## src/rtl/conv_encoder_2_1_4_if.sv

```systemverilog
// Frame-request / encoded-frame bundle between a message source and the
// rate-1/2 K=4 convolutional encoder. The encoder side uses the slave modport.
interface conv_encoder_2_1_4_if;
  logic        start;
  logic [3:0]  msg;
  logic        busy;
  logic [13:0] code_out;
  logic        code_valid;

  modport master (
    output start,
    output msg,
    input  busy,
    input  code_out,
    input  code_valid
  );

  modport slave (
    input  start,
    input  msg,
    output busy,
    output code_out,
    output code_valid
  );
endinterface

```

## src/rtl/conv_encoder_2_1_4.sv

```systemverilog
// Rate-1/2, K=4 feed-forward convolutional encoder. Each accepted request
// encodes msg[3..0] followed by three zero tail bits (7 steps), shifting the
// parity pairs into a frame buffer. code_out is loaded only once the whole
// 14-bit frame is complete, so the downstream decoder never sees a partial
// frame.
module conv_encoder_2_1_4 #(
  parameter logic [3:0] G1 = 4'b1111,  // taps {current, d1, d2, d3}
  parameter logic [3:0] G2 = 4'b1101   // taps {current, d1, d2, d3}
) (
  input  logic                 clk,
  input  logic                 reset,  // synchronous, active-low
  conv_encoder_2_1_4_if.slave  bus
);

  typedef enum logic {
    ST_IDLE = 1'b0,
    ST_ENC  = 1'b1
  } state_t;

  localparam logic [2:0] LAST_STEP = 3'd6;

  // XOR reduction of the generator-tapped bits
  function automatic logic tap_parity(input logic [3:0] taps, input logic [3:0] bits);
    return ^(taps & bits);
  endfunction

  state_t      state_q, state_d;
  logic [2:0]  cnt_q, cnt_d;      // step index 0..6
  logic [2:0]  enc_q, enc_d;      // {d1, d2, d3}, d1 = most recent past input
  logic [3:0]  msg_q, msg_d;
  logic [11:0] frame_q, frame_d;  // pairs from steps 0..5, oldest in the MSBs
  logic [13:0] code_q, code_d;
  logic        valid_q, valid_d;
  logic        busy_q, busy_d;

  logic        u_s;
  logic        p1_s;
  logic        p2_s;
  logic [13:0] frame_full_s;

  // Current input bit: message bits MSB-first for steps 0..3, zero tail after
  always_comb begin
    case (cnt_q)
      3'd0:    u_s = msg_q[3];
      3'd1:    u_s = msg_q[2];
      3'd2:    u_s = msg_q[1];
      3'd3:    u_s = msg_q[0];
      default: u_s = 1'b0;
    endcase
  end

  // Parity pair for the current step and the frame it would complete
  always_comb begin
    p1_s         = tap_parity(G1, {u_s, enc_q});
    p2_s         = tap_parity(G2, {u_s, enc_q});
    frame_full_s = {frame_q, p1_s, p2_s};
  end

  // Next-state and output logic of the IDLE/ENC controller
  always_comb begin
    state_d = state_q;
    cnt_d   = cnt_q;
    enc_d   = enc_q;
    msg_d   = msg_q;
    frame_d = frame_q;
    code_d  = code_q;
    valid_d = valid_q;
    busy_d  = busy_q;
    case (state_q)
      ST_IDLE: begin
        if (bus.start) begin
          state_d = ST_ENC;
          msg_d   = bus.msg;
          enc_d   = 3'b000;
          cnt_d   = 3'd0;
          frame_d = 12'h000;
          busy_d  = 1'b1;
          valid_d = 1'b0;
        end else begin
          state_d = ST_IDLE;
        end
      end
      ST_ENC: begin
        enc_d   = {u_s, enc_q[2:1]};
        frame_d = frame_full_s[11:0];
        if (cnt_q == LAST_STEP) begin
          // Last step: publish the complete frame in one go
          code_d  = frame_full_s;
          valid_d = 1'b1;
          busy_d  = 1'b0;
          cnt_d   = 3'd0;
          state_d = ST_IDLE;
        end else begin
          cnt_d   = cnt_q + 3'd1;
        end
      end
      default: begin
        state_d = ST_IDLE;
        busy_d  = 1'b0;
        valid_d = 1'b0;
      end
    endcase
  end

  // State register with synchronous active-low reset taking priority
  always_ff @(posedge clk) begin
    if (!reset) begin
      state_q <= ST_IDLE;
      cnt_q   <= 3'd0;
      enc_q   <= 3'b000;
      msg_q   <= 4'h0;
      frame_q <= 12'h000;
      code_q  <= 14'h0000;
      valid_q <= 1'b0;
      busy_q  <= 1'b0;
    end else begin
      state_q <= state_d;
      cnt_q   <= cnt_d;
      enc_q   <= enc_d;
      msg_q   <= msg_d;
      frame_q <= frame_d;
      code_q  <= code_d;
      valid_q <= valid_d;
      busy_q  <= busy_d;
    end
  end

  assign bus.busy       = busy_q;
  assign bus.code_out   = code_q;
  assign bus.code_valid = valid_q;

endmodule

```

## src/flat_wrapper.sv

```systemverilog
// flat-port wrapper written by rule: the top's interface ports become plain ports
module conv_encoder_2_1_4_flat 
#(
  parameter logic [3:0] G1 = 4'b1111,                               
  parameter logic [3:0] G2 = 4'b1101                                
)
  (clk, reset, bus_start, bus_msg, bus_busy, bus_code_out, bus_code_valid);
  conv_encoder_2_1_4_if bus_i ();
  input  logic clk;
  input  logic reset;
  input wire logic [$bits(bus_i.start)-1:0] bus_start;
  input wire logic [$bits(bus_i.msg)-1:0] bus_msg;
  output wire logic [$bits(bus_i.busy)-1:0] bus_busy;
  output wire logic [$bits(bus_i.code_out)-1:0] bus_code_out;
  output wire logic [$bits(bus_i.code_valid)-1:0] bus_code_valid;
  assign bus_i.start = bus_start;
  assign bus_i.msg = bus_msg;
  assign bus_busy = bus_i.busy;
  assign bus_code_out = bus_i.code_out;
  assign bus_code_valid = bus_i.code_valid;
  conv_encoder_2_1_4 #(.G1(G1), .G2(G2)) u_core (.clk(clk), .reset(reset), .bus(bus_i));
endmodule
```

## config.mk

```make
export PLATFORM = sky130hd
export DESIGN_NAME = conv_encoder_2_1_4_flat
export DESIGN_NICKNAME = d
export VERILOG_FILES = /design/src/rtl/conv_encoder_2_1_4_if.sv /design/src/rtl/conv_encoder_2_1_4.sv /design/src/flat_wrapper.sv
export SDC_FILE = /design/constraint.sdc
export NUM_CORES = 1
export LEC_CHECK = 0
export ABC_AREA = 1
export BUFFER_PORTS_ARGS = -buffer_cell sky130_fd_sc_hd__buf_2
export CORE_MARGIN = 10
export CORE_UTILIZATION = 50
export DETAILED_ROUTE_END_ITERATION = 7
export GPL_TIMING_DRIVEN = 0
export PLACE_DENSITY = 0.72
export RECOVER_POWER = 50
export SYNTH_ARGS = -nofsm -noshare
export SYNTH_HDL_FRONTEND = slang
export SYNTH_SLANG_ARGS = --single-unit
```

## constraint.sdc

```tcl
create_clock -name clk -period 1.7 [get_ports clk]
set_input_delay 0.085 -clock clk [delete_from_list [all_inputs] [get_ports clk]]
set_output_delay 0.085 -clock clk [all_outputs]
set_load 0.05 [all_outputs]
```

==> flow_summary.json, run 1 <==
{
  "final.period_utilization": 0.919,
  "seq_area_frac_synth": 0.528,
  "run_status": "completed",
  "synth-compound-area-share": 0.162,
  "routed_wirelength_um": 3090,
  "routed_antenna_nets": 0,
  "synth_simple_gate_area_share": 0.223,
  "remaining_drc_errors": 0,
  "timing.setup.critical_path_class": "reg2reg",
  "setup_viol": 0,
  "layout.nets": 219,
  "clkLatencyLatePin_ps": 360,
  "ys_types": 23,
  "timing_worst_slew_pin_value_ps": 605,
  "grt_antenna_before_repair": 0,
  "dieArea_sq_mm": 0.00553,
  "hold_violations": 0,
  "wire_per_inst_um": 12.7,
  "numPlacedInstances": 231,
  "mostFrequentLayoutCells": "48 x sky130_fd_sc_hd__nand2_1, 39 x sky130_fd_sc_hd__dfxtp_1, 18 x sky130_fd_sc_hd__a21oi_1",
  "vias": 1253,
  "largest_net_degree_at_the_start_of_global_routing": 14,
  "timing.fmax_mhz": 640,
  "drtIter0Drc": 100,
  "die_height_um": 74.4,
  "root_buffer": "sky130_fd_sc_hd__clkbuf_4",
  "powerDensity_mw_per_mm2": 912,
  "initial_core_util": 0.532,
  "power_switching_share": 0.267,
  "synth.mux.area_fraction": 0,
  "synth.ff_latch_count": 39,
  "io_buffer_count": 21,
  "gpl.final_weighted_congestion": 0.761,
  "synth_cells": 179,
  "gr-usage-met2": 0.184,
  "final_layout_size_suffix_gt1_frac": 0.146,
  "synthXorXnorAreaFrac": 0.00592,
  "cts_buffers": 5,
  "clock_transition_time_at_the_flip_flop_clock_pins_of_the_worst_setup_and_hold_paths_ps": 110,
  "detailedRoute.firstPassIterationCount": 4,
  "final_max_slew_viol_count": 0,
  "worstSetupEndpointType": "register",
  "crit_arrival_ps": 1840,
  "leakage_nw": 0.683,
  "grt_busiest_layer": "met2",
  "synth_fp_nets": 187,
  "r2r_setup_slack_ps": 140,
  "syn-mean-instance-area_sq_um": 8.26,
  "cp_data_required_time_ps": 1980,
  "timing.critical_path.from_type": "register",
  "synth_top_family_by_area": "simple AND/OR/NAND/NOR gates",
  "insertedDiodeCount": 0,
  "global_route.usage.met3": 0.0399,
  "groute.usage.overall": 0.118,
  "leading_cell_type_in_the_layout_fill_and_taps_excluded": "sky130_fd_sc_hd__nand2_1",
  "power_switching_w": 0.000413,
  "core.rowCount": 19,
  "post_layout_nonfiller_instances": 243,
  "area_growth_syn_to_layout_pct": 14.6,
  "drt-vias-per-instance": 5.16,
  "h_tree_levels": 2,
  "grt_util_met1": 0.141,
  "vdd.ir_drop.worst_uv": 884,
  "fin_setup_tns_ps": 0,
  "synth.yosys.warnings": 0,
  "relSlewSlack": 0.598,
  "chipWidth_um": 74.4,
  "path_max_fanout": 10,
  "core_area_sq_mm": 0.00278,
  "layout_min_cycle_time_ps": 1560,
  "power.share.clock": 0.305,
  "grt_overflow": 0,
  "synthAdderAreaFrac": 0.00846,
  "place_hpwl_um": 2280,
  "rsz0062_at_grt": "false",
  "pin_count": 23,
  "netlist_area_sq_mm": 0.00148,
  "power.combinational.fraction": 0.084,
  "layout.filler_cells": 272,
  "ctsLongestPathBuffers": 2,
  "cts.sinks": 39,
  "skew_ps": 13.3,
  "grt_pass1_wl_um": 5210,
  "max-cap-violations": 0,
  "portion_of_total_power_attributed_to_sequential_cells": 0.610,
  "holdCritPathClass": "in2reg",
  "cts_tree": "yes",
  "internal_power_w": 0.00113,
  "grt_pass1_vias": 1179
}
[power groups by stage]
stage	Clock (W)	Combinational, W	Sequential, W
2_1_floorplan	0	0.0000875	0.000969
3_3_place_gp	0	0.000121	0.000964
3_5_place_dp	0	0.000126	0.000964
4_1_cts	0.000480	0.000133	0.000944
5_1_grt	0.000521	0.000146	0.000947
6_report	0.000472	0.000130	0.000944
[Yosys cell counts (all sizes together)]
cell type | count | share of area
buf | 6 | 0.030
clkinv | 1 | 0.0025
a21oi | 18 | 0.061
or2 | 1 | 0.0042
dfxtp | 39 | 0.53
nand2 | 49 | 0.13
ha | 1 | 0.0085
a31o | 1 | 0.0059
a22o | 12 | 0.074
xnor2 | 1 | 0.0059
inv | 15 | 0.038
o21ai | 6 | 0.020
clkbuf | 1 | 0.0025
nor2 | 16 | 0.051
nand3 | 12 | 0.041
[timing repair]
action / in CTS / in global routing
setup buffers: 0 / 0
hold endpoints to repair: 4 / 0
hold buffers: 4 / 0
gates resized for setup: 0 / 0
[worst paths after layout]
check                                 startpoint                                  end  depth (start not counted)
max                    u_core.state_q$_SDFF_PN0_         u_core.enc_q[1]$_SDFFE_PN0P_                          5
min                                        reset         u_core.bus.busy$_SDFFE_PN0P_                          3
max reg2reg            u_core.state_q$_SDFF_PN0_         u_core.enc_q[1]$_SDFFE_PN0P_                          5
min reg2reg  u_core.bus.code_out[1]$_SDFFE_PN0P_  u_core.bus.code_out[1]$_SDFFE_PN0P_                          2
[worst max-delay path: stages (launching register included)]
cell and delay [ps]:
sky130_fd_sc_hd__dfxtp_1 310, sky130_fd_sc_hd__buf_2 160, sky130_fd_sc_hd__nor2_1 470, sky130_fd_sc_hd__buf_2 320
sky130_fd_sc_hd__nand2_1 80, sky130_fd_sc_hd__a21oi_1 140
[metrics by stage]
step                       util  total power, W  hold WS, ps  setup slack [ps]  cell area, sq um
after floorplan               -         0.00106          250               397              1480
after global placement    0.583         0.00108          334               290              1620
after detailed placement  0.583         0.00109          342               243              1620
after CTS                 0.619         0.00156         10.1               228              1720
after global routing      0.610         0.00161         16.5              17.8              1700
final                     0.610         0.00155         16.8               138              1700
[registers in the layout, summed over array words and instances, names as in the netlist]
| signal | cells |
|---|---|
| u_core.bus.busy | 1 |
| u_core.bus.code_out | 14 |
| u_core.bus.code_valid | 1 |
| u_core.cnt_q | 3 |
| u_core.enc_q | 3 |
| u_core.frame_q | 12 |
| u_core.msg_q | 4 |
| u_core.state_q | 1 |
[cells by family after synthesis]
| kind of cell | Yosys count |
|---|---|
| flops | 39 |
| compound gates | 37 |
| fa+ha+maj | 1 |
| xor+xnor | 1 |
| buf+inv | 23 |
| simple gates | 78 |
[per-layer routing]
metal | wire length (um) | up-vias
met3 | 215 | 6
met4 | 54 | 0
met2 | 1410 | 28
li1 | - | 646
met1 | 1410 | 573
met5 | 0 | -
[cell type report]
cell class	instances	area [sq um]	share of cell area
sequential	39	781	0.461
timing repair buffer	25	125	0.0738
buffer	7	47.5	0.0280
tap	31	38.8	0.0229
multi-input combinational	117	586	0.345
clock buffer	5	37.5	0.0221
clock inverter	3	20.0	0.0118
inverter	16	60.1	0.0354
Power figures use the tool's default switching activity.
==> inputs of run 2 (changes only) <==
Settings changed: BUFFER_PORTS_ARGS -buffer_cell sky130_fd_sc_hd__buf_2 to not set, DONT_BUFFER_PORTS set to 1, PLACE_DENSITY 0.72 to 0.68.
Clock period 1.7 ns to 1.3 ns, I/O delays scaled along.
==> run 2 against run 1 <==
Compared with the run above:
- the run now ends with negative setup slack left
- total power is 57% higher
- global-route usage grew 0.73 points
- flip-flop and latch count unchanged
- combinational power is 55% higher
- cell count down 6.6%
- non-clock buffer count down 16
- sequential power increased by 31%
- worst hold slack lost 4.6 ps
- sequential share of layout area down 2.4 points
- critical endpoint is now u_core.frame_q[0]$_SDFFE_PN0P_
==> flow_summary.json, run 2 (same netlist as run 1, synthesis figures left out) <==
{
  "run_status": "finished, violations left",
  "violated_checks": "negative setup slack",
  "cts.sinks": 39,
  "place_hpwl_um": 2190,
  "pre_cts_slack_ps": -118,
  "h_tree_levels": 2,
  "path_max_fanout": 4,
  "timing.setup.critical_path_class": "reg2reg",
  "die_height_um": 74.4,
  "layout_min_cycle_time_ps": 1360,
  "routed_antenna_nets": 0,
  "leakage_nw": 0.722,
  "timing.fmax_mhz": 735,
  "root_buffer": "sky130_fd_sc_hd__clkbuf_4",
  "insertedDiodeCount": 0,
  "skew_ps": 10.2,
  "final_critical_path_setup_slack_ps": -60.1,
  "initial_core_util": 0.532,
  "ctsLongestPathBuffers": 2,
  "remaining_drc_errors": 0,
  "vdd.ir_drop.worst_uv": 876,
  "final_layout_size_suffix_gt1_frac": 0.286,
  "rsz0062_at_grt": "true",
  "leading_cell_type_in_the_layout_fill_and_taps_excluded": "sky130_fd_sc_hd__nand2_1",
  "chipWidth_um": 74.4,
  "powerDensity_mw_per_mm2": 1350,
  "relSlewSlack": 0.644,
  "area_growth_syn_to_layout_pct": 22.0,
  "largest_register_ffs": 14,
  "hold_violations": 0,
  "gpl.final_weighted_congestion": 0.735,
  "clock_transition_time_at_the_flip_flop_clock_pins_of_the_worst_setup_and_hold_paths_ps": 100,
  "io_buffer_count": 0,
  "place_area_sq_mm": 0.00152,
  "post_layout_nonfiller_instances": 227,
  "crit_arrival_ps": 1600,
  "largest_net_degree_at_the_start_of_global_routing": 15,
  "vias": 1203,
  "layout.nets": 203,
  "clkLatencyLatePin_ps": 350,
  "core_area_sq_mm": 0.00278,
  "groute.usage.overall": 0.125,
  "fin_worst_hold_slack_ps": 12.2,
  "grt_overflow": 0,
  "grt_pass1_wl_um": 5400,
  "timing_worst_slew_pin_value_ps": 534,
  "wire_per_inst_um": 14.1,
  "numPlacedInstances": 210,
  "design_area_sq_mm": 0.00180,
  "grt_antenna_before_repair": 0,
  "drt-vias-per-instance": 5.30,
  "mostFrequentLayoutCells": "40 x sky130_fd_sc_hd__nand2_1, 36 x sky130_fd_sc_hd__dfxtp_1, 18 x sky130_fd_sc_hd__a21oi_1",
  "final.period_utilization": 1.05,
  "routed_wirelength_um": 3210,
  "max-cap-violations": 0,
  "core.rowCount": 19,
  "holdCritPathClass": "in2reg",
  "cts_tree": "yes",
  "final_max_slew_viol_count": 0,
  "cp_data_required_time_ps": 1540,
  "pin_count": 23,
  "dieArea_sq_mm": 0.00553,
  "cts_buffers": 5,
  "timing.critical_path.from_type": "register",
  "grt_pass1_vias": 1198,
  "detailedRoute.firstPassIterationCount": 4,
  "worstSetupEndpointType": "register",
  "drtIter0Drc": 86,
  "setup_viol": 4
}
[run 2: path summary, 6_finish.rpt]
path	start	depth (start not counted)	end	slack [ps]
min	reset	3	u_core.msg_q[0]$_SDFFE_PN0P_	10
max reg2reg	u_core.cnt_q[1]$_SDFFE_PN0P_	11	u_core.frame_q[0]$_SDFFE_PN0P_	-60
min reg2reg	u_core.frame_q[10]$_SDFFE_PN0P_	2	u_core.frame_q[10]$_SDFFE_PN0P_	480
max	u_core.cnt_q[1]$_SDFFE_PN0P_	11	u_core.frame_q[0]$_SDFFE_PN0P_	-60
[run 2: worst max-delay path, cell delays in order (launching register included)]
cell and delay, ps:
sky130_fd_sc_hd__dfxtp_4 370, sky130_fd_sc_hd__nand2_2 60, sky130_fd_sc_hd__inv_2 40, sky130_fd_sc_hd__ha_4 150, sky130_fd_sc_hd__nand2_2 50, sky130_fd_sc_hd__inv_2 40, sky130_fd_sc_hd__nor2_4 120, sky130_fd_sc_hd__nand2_2 90
sky130_fd_sc_hd__nand2_2 90, sky130_fd_sc_hd__nand3_2 100, sky130_fd_sc_hd__nand3_2 90, sky130_fd_sc_hd__a21oi_1 50
[run 2: per-stage QoR]
stage               power (W)  setup TNS [ps]   util
floorplan             0.00138               0      -
global placement      0.00141            -416  0.547
detailed placement    0.00142           -1070  0.547
CTS                   0.00244           -65.7  0.632
global route          0.00253            -793  0.649
finish                0.00243            -167  0.649
[run 2: layer usage]
layer	wire length, um	global-route usage	vias to the layer above
li1	-	-	617
met1	1420	0.144	546
met2	1470	0.192	30
met3	253	0.0612	10
met4	69	0.0589	0
met5	0	0	-
[run 2: layout make-up]
cell class,instances,area [sq um]
fill,236,977
clock inverter,2,60.1
sequential,39,787
inverter,16,65.1
tap,31,38.8
timing repair buffer,10,87.6
clock buffer,6,41.3
multi-input combinational,117,678
buffer,6,46.3
[run 2: where the power goes]
part           switching (W)  total (W)  internal (W)
Sequential         0.0000260    0.00124       0.00122
Clock               0.000387   0.000987      0.000600
Combinational       0.000125   0.000201     0.0000765
[run 2: timing repair]
action                                  4_1_cts  5_1_grt
buffers inserted                              4        1
endpoints found under the setup margin       22       29
hold endpoints to repair                     11        0
pin swaps                                     8        1
hold buffers                                  5        0
gates resized for setup                      19       15
